[src/rtl/haar_pkg.sv]
`default_nettype none
// ============================================================================
// Module      : haar_pkg
// Description : Shared constants, FSM state encodings and the saturating-add
//               helper for the Haar cascade datapath.
// Revision    : 1.0 - initial release
// ============================================================================
package haar_pkg;

  localparam int DATA_W     = 16;
  localparam int ACC_W      = 24;
  localparam int NUM_STAGES = 25;
  localparam int STAGE_W    = 5;
  localparam int WC_W       = 9;

  // Stage-evaluator state encoding
  localparam logic [1:0] ST_IDLE    = 2'd0;
  localparam logic [1:0] ST_ACCUM   = 2'd1;
  localparam logic [1:0] ST_COMPARE = 2'd2;
  localparam logic [1:0] ST_DONE    = 2'd3;

  // Signed add clamped to the limits of a 'width'-bit two's complement value.
  // Operands arrive sign-extended to 64 bits so one helper serves every
  // accumulator width up to 62 bits without overflowing the raw sum.
  function automatic logic signed [63:0] sat_add(input logic signed [63:0] a,
                                                 input logic signed [63:0] b,
                                                 input int width);
    logic signed [63:0] sum;
    logic signed [63:0] hi;
    logic signed [63:0] lo;
    logic signed [63:0] res;
    sum = a + b;
    hi  = (64'sd1 <<< (width - 1)) - 64'sd1;
    lo  = -(64'sd1 <<< (width - 1));
    if (sum > hi) begin
      res = hi;
    end else if (sum < lo) begin
      res = lo;
    end else begin
      res = sum;
    end
    return res;
  endfunction

endpackage
`default_nettype wire

[src/rtl/sat_accumulator.sv]
`default_nettype none
// ============================================================================
// Module      : sat_accumulator
// Description : Signed saturating accumulate register with synchronous clear.
//               Clear has priority over accumulate.
// Revision    : 1.0 - initial release
// ============================================================================
module sat_accumulator #(
  parameter int WIDTH = 24,
  parameter int IN_W  = 16
) (
  input  logic                    clk,
  input  logic                    rst,
  input  logic                    clear,
  input  logic                    en,
  input  logic signed [IN_W-1:0]  addend,
  output logic signed [WIDTH-1:0] acc
);
  import haar_pkg::*;

  logic signed [63:0]      acc_ext;
  logic signed [63:0]      add_ext;
  logic signed [WIDTH-1:0] sum_sat;

  // Widen both operands so the clamp sees the true, unwrapped sum
  assign acc_ext = {{(64-WIDTH){acc[WIDTH-1]}}, acc};
  assign add_ext = {{(64-IN_W){addend[IN_W-1]}}, addend};
  assign sum_sat = WIDTH'(sat_add(acc_ext, add_ext, WIDTH));

  // Accumulator register: clear wins, otherwise add when enabled
  always_ff @(posedge clk or posedge rst) begin
    if (rst) begin
      acc <= '0;
    end else if (clear) begin
      acc <= '0;
    end else if (en) begin
      acc <= sum_sat;
    end
  end

endmodule
`default_nettype wire

[src/rtl/stage_evaluator.sv]
`default_nettype none
// ============================================================================
// Module      : stage_evaluator
// Description : Accumulates weak-classifier votes per cascade stage, compares
//               the stage sum against the stage threshold, walks the cascade
//               and reports a per-window face / no-face decision.
// Revision    : 1.0 - initial release
// ============================================================================
module stage_evaluator #(
  parameter int DATA_W     = haar_pkg::DATA_W,
  parameter int ACC_W      = haar_pkg::ACC_W,
  parameter int NUM_STAGES = haar_pkg::NUM_STAGES,
  parameter int STAGE_W    = haar_pkg::STAGE_W,
  parameter int WC_W       = haar_pkg::WC_W
) (
  input  logic               clk,
  input  logic               rst,
  input  logic               start,
  input  logic [DATA_W-1:0]  feature_value,
  input  logic               fvalue_valid,
  input  logic [WC_W-1:0]    stage_wc_count,
  input  logic [DATA_W-1:0]  stage_threshold,
  output logic [STAGE_W-1:0] stage_idx,
  output logic [WC_W-1:0]    wc_idx,
  output logic               op_done,
  output logic               busy,
  output logic               window_done,
  output logic               face_detected
);
  import haar_pkg::*;

  logic [1:0]              state;
  logic signed [ACC_W-1:0] acc;
  logic signed [ACC_W-1:0] thr_ext;
  logic                    stage_pass;
  logic                    last_stage;
  logic                    last_vote;
  logic                    empty_stage;
  logic                    vote_en;
  logic                    acc_clear;

  assign thr_ext     = {{(ACC_W-DATA_W){stage_threshold[DATA_W-1]}}, stage_threshold};
  assign stage_pass  = (acc >= thr_ext);
  assign last_stage  = (stage_idx == STAGE_W'(NUM_STAGES - 1));
  assign empty_stage = (stage_wc_count == '0);
  assign last_vote   = (wc_idx == (stage_wc_count - 1'b1));

  // A vote is consumed only in ACCUM; an empty stage consumes nothing
  assign vote_en   = (state == ST_ACCUM) && fvalue_valid && !empty_stage;
  // Fresh sum at window start and whenever a non-final stage passes
  assign acc_clear = ((state == ST_IDLE) && start) ||
                     ((state == ST_COMPARE) && stage_pass && !last_stage);

  assign busy        = (state == ST_ACCUM) || (state == ST_COMPARE);
  assign window_done = (state == ST_DONE);

  sat_accumulator #(
    .WIDTH (ACC_W),
    .IN_W  (DATA_W)
  ) u_acc (
    .clk    (clk),
    .rst    (rst),
    .clear  (acc_clear),
    .en     (vote_en),
    .addend (feature_value),
    .acc    (acc)
  );

  // Cascade sequencer: stage/vote counters, handshake and decision
  always_ff @(posedge clk or posedge rst) begin
    if (rst) begin
      state         <= ST_IDLE;
      stage_idx     <= '0;
      wc_idx        <= '0;
      op_done       <= 1'b1;
      face_detected <= 1'b0;
    end else begin
      case (state)
        ST_IDLE: begin
          op_done <= 1'b1;
          if (start) begin
            stage_idx     <= '0;
            wc_idx        <= '0;
            face_detected <= 1'b0;
            op_done       <= 1'b0;
            state         <= ST_ACCUM;
          end
        end
        ST_ACCUM: begin
          if (empty_stage) begin
            op_done <= 1'b1;
            state   <= ST_COMPARE;
          end else if (fvalue_valid) begin
            wc_idx <= wc_idx + 1'b1;
            if (last_vote) begin
              op_done <= 1'b1;
              state   <= ST_COMPARE;
            end
          end
        end
        ST_COMPARE: begin
          if (stage_pass && !last_stage) begin
            stage_idx <= stage_idx + 1'b1;
            wc_idx    <= '0;
            op_done   <= 1'b0;
            state     <= ST_ACCUM;
          end else begin
            // Final stage passed, or early reject on any stage
            face_detected <= stage_pass;
            state         <= ST_DONE;
          end
        end
        ST_DONE: begin
          op_done <= 1'b1;
          state   <= ST_IDLE;
        end
        default: begin
          state <= ST_IDLE;
        end
      endcase
    end
  end

endmodule
`default_nettype wire

[config.mk]
export PLATFORM = sky130hd
export DESIGN_NAME = stage_evaluator
export DESIGN_NICKNAME = d
export VERILOG_FILES = /design/src/rtl/haar_pkg.sv /design/src/rtl/sat_accumulator.sv /design/src/rtl/stage_evaluator.sv
export SDC_FILE = /design/constraint.sdc
export NUM_CORES = 1
export LEC_CHECK = 0
export ABC_AREA = 1
export CORE_MARGIN = 1.5
export CORE_UTILIZATION = 42
export DETAILED_ROUTE_END_ITERATION = 7
export GPL_ROUTABILITY_DRIVEN = 0
export PLACE_DENSITY = 0.71
export SLEW_MARGIN = 5
export SYNTH_ARGS = -nofsm -noshare
export SYNTH_HDL_FRONTEND = slang
export SYNTH_HIERARCHICAL = 1
export SYNTH_SLANG_ARGS = --single-unit
[constraint.sdc]
create_clock -name clk -period 2.12 [get_ports clk]
set_input_delay 0.424 -clock clk [delete_from_list [all_inputs] [get_ports clk]]
set_output_delay 0.424 -clock clk [all_outputs]
set_load 0.02 [all_outputs]
* Word level (Yosys, flattened, before mapping)
Cells that the tools add are included.
Storage, ports and cells: register bits 42, bits in latches 0, RAM bits 0, memory bits (read-only) 0, input bits 45, output and inout bits 18, word-level logic and storage cells 72, memories kept 0
Cells by class: add/subtract/negate cells 4, $mul 0, divide/modulo/power cells 0, magnitude comparators 3, eq/ne operators 12, shifts and indexed selects 0, mux-type cells 27, bitwise logic cells 0, reduce and logical (&&, ||, !) cells 20
Operators by type and width (number):
- two-way mux 24 bit | 4
- two-way mux 9 bit | 4
- one-hot mux 9 bit (3 select lines) | 1
- adder 24 x 16 -> 25 bit | 1
- > comparator 25 x 24 -> 1 bit (second input constant) | 1
- less-than comparator 25 x 24 -> 1 bit (second input constant) | 1
- >= comparator 24 x 16 -> 1 bit | 1
- AND reduction 3 bit | 4
- two-way mux 2 bit | 5
- two-way mux 5 bit | 2
- one-hot mux 5 bit (2 select lines) | 1
- adder 9 x 1 -> 9 bit (second input constant) | 1
- equality test 9 bit | 1
- zero test 9 bit | 1
- subtractor 9 x 1 -> 9 bit (second input constant) | 1
- != test 2 bit (second input constant) | 4
- one-hot mux 2 bit (4 select lines) | 1
- two-way mux 1 bit | 7
- logical AND 1 bit | 6
- != test 3 bit (second input constant) | 2
- adder 5 x 1 -> 5 bit (second input constant) | 1
- equality test 5 bit (second input constant) | 1
- AND reduction 5 bit | 1
- equality test 2 bit (second input constant) | 2
- 9 further kinds | 12

* Logic depth before layout (Yosys ltp)
word-level depth 6, depth in mapped cells 19, mapped depth without buffers 19

* Cells and area by module
The synthesis kept the hierarchy.
Modules (own cells, without submodules):
- sat_accumulator | instances 1, cells an instance 478, area an instance 2907.8 um^2, sequential area each 600.6 um^2
- stage_evaluator | instances 1, cells an instance 346, area an instance 2258.4 um^2, sequential area each 451.7 um^2

* Worst setup path before layout
Ideal clock, no wire load.
path kind in2reg, start point in stage_threshold[15], end point reg u_acc.acc[10], library setup time 0.066 ns, arrival time 2.403 ns, data required time 2.054 ns, setup slack -0.348 ns, stages on the path 15, path buffers 1, cell sequence inv_1 -> ha_1 -> nand2_1 -> nor2_2 -> nand2_2 -> nor3_2 -> nand2_1 -> nand3_1 -> nand3_2 -> nand3_1 -> nand2_1 -> nor2_1 -> clkbuf_1 -> nand2_1 -> nand2_1
On the way: cells in the longest elaborated chain, start to end 5, elaborated cells between the ends (all ways) 6, classes of those cells 1 x order compare; 1 x mux; 4 x reduce/logical
Ends and longest elaborated chain:
- start, declared | line stage_evaluator.sv:22 | input logic [DATA_W-1:0] stage_threshold,
- >= comparator 24 x 16 -> 1 bit * | line stage_evaluator.sv:43 | assign stage_pass = (acc >= thr_ext);
- logical AND 1 bit * (2 in a row) | line stage_evaluator.sv:52 | ((state == ST_COMPARE) && stage_pass && !last_stage);
- logical OR 1 bit * | line stage_evaluator.sv:51 | assign acc_clear = ((state == ST_IDLE) && start) ||
- net acc_clear | line stage_evaluator.sv:40 | logic acc_clear;
- two-way mux 24 bit / nonzero test 2 bit (equally long branches)
- end signal, assigned | line sat_accumulator.sv:37 | acc <= sum_sat;
- end, declared | line sat_accumulator.sv:17 | output logic signed [WIDTH-1:0] acc
Mark *: on every way through the listed nets, which the timed path passes. The rest lies on a longest branch. A chain may end at the register's enable or synchronous reset.

* Worst setup path in the final report
start point in feature_value[15], end point reg u_acc.acc[0]
On the way: cells in the longest elaborated chain, start to end 6, elaborated cells between the ends (all ways) 7, classes of those cells 1 x add/sub; 2 x order compare; 4 x mux
Ends and longest elaborated chain:
- start, declared | line stage_evaluator.sv:19 | input logic [DATA_W-1:0] feature_value,
- adder 24 x 16 -> 25 bit * | line haar_pkg.sv:32 | sum = a + b;
- less-than comparator 25 x 24 -> 1 bit | line haar_pkg.sv:37 | end else if (sum < lo) begin
- two-way mux 24 bit | line haar_pkg.sv:37
- two-way mux 24 bit * | line haar_pkg.sv:35 | if (sum > hi) begin
- two-way mux 24 bit * | line sat_accumulator.sv:36 | end else if (en) begin
- two-way mux 24 bit * | line sat_accumulator.sv:34 | end else if (clear) begin
Every way passes the cells marked *; elsewhere a longest branch is shown, timed or not. The select of a mux whose other input is x is not followed.

==> tab_implementation.tex <==
\begin{tabular}{lr}
\hline
Metric & Value \\
\hline
\multicolumn{2}{l}{\textbf{Setup path}} \\
Max FO, Critical Path & 9 \\
Slowest cell on the critical path & sky130\_fd\_sc\_hd\_\_ha\_4 \\
Launch instance of the worst register-to-register path & u\_acc/acc[0]\$\_DFFE\_PP0P\_ \\
Worst R2R End & u\_acc/acc[0]\$\_DFFE\_PP0P\_ \\
Worst path cell trace & dlygate4sd2\_1, buf\_4, ha\_4, nand2\_1, nor2\_1, nand2\_1, nor2\_1, nand2\_2, nand3\_1, nand2\_2, nand2\_4, nand2\_4, buf\_12, nand2\_1, nand2\_2, nand2\_2, nand2\_1 \\
Endpoint required time on the critical path & 2300 ps \\
Launching instance or port of the critical path & feature\_value[15] \\
Worst Setup Path Type & in2reg \\
Crit path largest cell delay & 300 ps \\
Element type at the critical path end & flop \\
Reg2Reg Setup Slack & -260 ps \\
Reg2reg path depth & 17 \\
Timing endpoint of the critical path & u\_acc/acc[0]\$\_DFFE\_PP0P\_ \\
Data arrival time of the worst path & 2580 ps \\
Crit start category & primary input \\
\multicolumn{2}{l}{\textbf{Floorplanning}} \\
Number of top-level pins & 63 \\
Die area & 13,000 µm² \\
Core Region & 12,000 µm² \\
Die span in x & around 110 µm \\
Floorplan die height & 114 µm \\
Row cnt & 40 \\
Effective utilization at floorplan & 43.0\% \\
\multicolumn{2}{l}{\textbf{Power and ir drop}} \\
Net switching power of the design & 5.35 mW \\
VDD IR-drop max & approximately 1100 µV \\
Switching power as a share of total power & 47.9\% \\
Leak & 4.39 nW \\
Power per unit of standard cell area & 1340 nW/µm² \\
Clock network power share & 8.1\% \\
Proportion of power drawn by flip-flops and latches & 13.5\% \\
Proportion of power drawn by combinational gates & 78.4\% \\
Internal power summed over all cells & 5.83 mW \\
\multicolumn{2}{l}{\textbf{Timing}} \\
Timing-limited maximum frequency & between 0.4 and 0.5 GHz \\
Slew Limit Headroom & 65.2\% \\
Share of the clock period used by the worst path after layout & 113\% \\
Sum of negative setup slack & -6930 ps \\
Final WS setup & -276 ps \\
Setup repair after global routing missed its margin & true \\
Clk\_skew & a little over 7 ps \\
Count of final hold-check violations & 0 \\
Final slew viol count & 0 \\
Min cycle time layout & about 2400 ps \\
Count of final setup violators & 39 \\
Actual slew at the worst max-slew pin & a little over 500 ps \\
\multicolumn{2}{l}{\textbf{Worst hold path}} \\
Class of the most critical hold timing path & reg2reg \\
Startpoint of the most critical hold path & op\_done\$\_DFFE\_PP1P\_ \\
\multicolumn{2}{l}{\textbf{Yosys}} \\
Ys Warns & 6 \\
Netlist cell types & 43 \\
Post-synth EDFFs & 0 \\
Portion of the post-synthesis area used by sequential elements & approximately 20\% \\
Number of synthesized register bits & 42 \\
Cells after synthesis & $\sim$820 \\
Most used flip-flop cell after synthesis & sky130\_fd\_sc\_hd\_\_dfrtp\_1 \\
Mean instance size in the synthesized netlist & 6.27 µm² \\
Fraction of registers with async set/reset & 100\% \\
Area of the mapped netlist & 5170 µm² \\
Post-synth net total & 927 \\
\multicolumn{2}{l}{\textbf{Cells and area}} \\
Fraction of final layout cells sized beyond drive strength 1 & 39.7\% \\
Diodes inserted & 0 \\
Footprint of the multi-input gates & 4500 µm² \\
Filler Cell Count & 937 \\
Footprint of the flip-flops and latches & 1070 µm² \\
Relative area change from synthesis to final layout & 62.0\% \\
Non-filler cells, final & roughly 1,200 \\
Final net count & 1,150 \\
\multicolumn{2}{l}{\textbf{Placed design}} \\
Buffers on Ports & slightly above 60 \\
Placed wire-length estimate & between 10 and 15 mm \\
Placed cell count & 1,143 \\
\multicolumn{2}{l}{\textbf{Clock network}} \\
Number of clock sinks seen by CTS & 42 \\
TritonCTS clock tree & done \\
Worst skew pair latency & 290 ps \\
Clock root cell & sky130\_fd\_sc\_hd\_\_clkbuf\_16 \\
Number of buffers inserted for hold repair after clock tree synthesis & 0 \\
Number of buffers created by CTS & 5 \\
Max Root-Sink Buffers & 2 \\
Clock-pin slew on the worst setup and hold paths & 60 ps \\
H-tree depth reported by CTS & 2 \\
\multicolumn{2}{l}{\textbf{GRT}} \\
Total GRT Usage & 26.0\% \\
Aggregate global routing overflow & 0 \\
Antenna violations before repair & 0 \\
Maximum number of pins on one net before global-route repair & 25 \\
Via count of the first global-routing pass & between 5,000 and 6,000 \\
Wire length of the first global-routing pass & about 27 mm \\
\multicolumn{2}{l}{\textbf{Outcome}} \\
Result of the run & finished, violations left \\
Violated checks & negative setup slack \\
\multicolumn{2}{l}{\textbf{Run}} \\
Max-cap check violation count & 0 \\
\multicolumn{2}{l}{\textbf{Routing}} \\
Initial DRC Count & 295 \\
WL per Instance & 14.8 µm \\
Router iterations before antenna repair & 5 \\
Average via count per standard cell & 5.08 \\
Count of vias placed by the detailed router & 6,069 \\
Final antenna-violating net count & 0 \\
Total wirelength of the detailed-routed design & 17.7 mm \\
Drt drc & 0 \\
\hline
\end{tabular}
==> cell usage after synthesis, types with 5 or more instances <==
cell type / count / share of area [%]
sky130_fd_sc_hd__a21oi_1: 36 / 3.5
sky130_fd_sc_hd__dfrtp_1: 41 / 20
sky130_fd_sc_hd__ha_1: 57 / 14
sky130_fd_sc_hd__inv_1: 110 / 8.0
sky130_fd_sc_hd__inv_2: 8 / 0.58
sky130_fd_sc_hd__nand2_1: 325 / 24
sky130_fd_sc_hd__nand2_2: 30 / 3.6
sky130_fd_sc_hd__nand2_4: 5 / 1.1
sky130_fd_sc_hd__nand3_1: 45 / 4.4
sky130_fd_sc_hd__nand3_2: 12 / 2.3
sky130_fd_sc_hd__nand4_1: 10 / 1.2
sky130_fd_sc_hd__nor2_1: 63 / 4.6
sky130_fd_sc_hd__nor2_2: 6 / 0.73
sky130_fd_sc_hd__nor3_1: 9 / 0.87
sky130_fd_sc_hd__o21bai_1: 10 / 1.5
sky130_fd_sc_hd__xnor2_1: 7 / 1.2
sky130_fd_sc_hd__xor2_1: 10 / 1.7
==> cells by family (layout without fill, tap and decap cells) <==
family,count (synthesis),in the layout,synth area share [%]
fa+ha+maj,58,58,14.2
compound gates,61,61,7.19
xor+xnor,17,17,2.88
buf+inv,129,348,10.9
flops,42,42,20.4
simple gates,517,521,44.4
==> worst max-delay path, delay by kind of cell <==
family / cells / cell delay [ps]
AND/OR/NAND/NOR: 13 / 1220
adder cells (fa/ha/maj): 1 / 300
buffers and inverters: 3 / 630
==> timing repair <==
action                                  4_1_cts  5_1_grt
gates resized for setup                     148       94
endpoints found under the setup margin       42       42
pin swaps                                    71       65
cloned                                        7        2
buffers inserted                             23       12
==> flip-flops by register name, summed over array words and instances (netlist names) <==
register	cells
state	2
op_done	1
wc_idx	9
u_acc/acc	24
face_detected	1
stage_idx	5
==> power by group through the flow <==
stage | clock (mW) | combinational (mW) | sequential [mW]
2_1_floorplan | 0 | 4.01 | 1.32
3_3_place_gp | 0 | 6.31 | 1.41
3_5_place_dp | 0 | 6.38 | 1.41
4_1_cts | 0.906 | 7.59 | 1.44
5_1_grt | 0.954 | 9.47 | 1.54
6_report | 0.908 | 8.76 | 1.51
==> cell usage in the layout (no fill, tap or decap), types with 7 or more instances in the layout <==
master / n
sky130_fd_sc_hd__nand4_1: 10
sky130_fd_sc_hd__buf_4: 139
sky130_fd_sc_hd__inv_2: 18
sky130_fd_sc_hd__nand3_2: 17
sky130_fd_sc_hd__a21oi_1: 23
sky130_fd_sc_hd__a21oi_2: 16
sky130_fd_sc_hd__ha_4: 35
sky130_fd_sc_hd__nand2_2: 95
sky130_fd_sc_hd__nand3_1: 39
sky130_fd_sc_hd__buf_12: 9
sky130_fd_sc_hd__dfrtp_1: 29
sky130_fd_sc_hd__xor2_1: 9
sky130_fd_sc_hd__nand2_1: 250
sky130_fd_sc_hd__nor2_4: 8
sky130_fd_sc_hd__nor2_1: 52
sky130_fd_sc_hd__nor3_1: 9
sky130_fd_sc_hd__xnor2_1: 7
sky130_fd_sc_hd__ha_1: 19
sky130_fd_sc_hd__o21bai_1: 10
sky130_fd_sc_hd__nand2_4: 13
sky130_fd_sc_hd__dfrtp_2: 12
sky130_fd_sc_hd__clkdlybuf4s50_1: 36
sky130_fd_sc_hd__nand2_8: 7
sky130_fd_sc_hd__nor2_2: 11
sky130_fd_sc_hd__buf_6: 11
sky130_fd_sc_hd__dlygate4sd2_1: 19
sky130_fd_sc_hd__inv_1: 98
==> through the flow <==
stage / utilization (%) / hold slack [ps] / total power [mW] / setup WS, ps / instance area (µm²)
floorplan: - / 362 / 5.34 / -164 / 5200
global placement: 57.1 / 452 / 7.72 / -793 / 6860
detailed placement: 57.1 / 468 / 7.79 / -882 / 6860
CTS: 64.9 / 478 / 9.93 / -196 / 7800
global route: 69.7 / 494 / 12.0 / -374 / 8370
finish: 69.7 / 462 / 11.2 / -276 / 8370
==> worst min-delay path by stage <==
stage | slack (ps) | to | depth (start not counted)
finish | 460 | op_done$_DFFE_PP1P_ | 2
global placement | 450 | op_done$_DFFE_PP1P_ | 2
detailed placement | 470 | op_done$_DFFE_PP1P_ | 2
floorplan | 360 | face_detected$_DFFE_PP0P_ | 1
CTS | 480 | op_done$_DFFE_PP1P_ | 2
global route | 490 | op_done$_DFFE_PP1P_ | 2
==> per-layer routing <==
metal / vias to the layer above / share of wire (%) / track usage (%)
met5: - / 0 / 0
met1: 2812 / 42 / 32.8
met2: 186 / 51 / 46.9
met3: 47 / 4.4 / 2.28
li1: 3024 / - / -
met4: 0 / 3.0 / 8.17
==> layout make-up <==
class                           instances  share of cell area (%)
Timing Repair Buffer                  222                    23.8
Multi-Input combinational cell        657                    53.8
Clock buffer                            6                    1.66
Timing Repair inverter                  1                  0.0897
Clock inverter                          1                   0.359
Sequential cell                        42                    12.8
Tap cell                              147                    2.20
Inverter                              118                    5.35
Note: power is estimated with default switching activity, not from simulation.
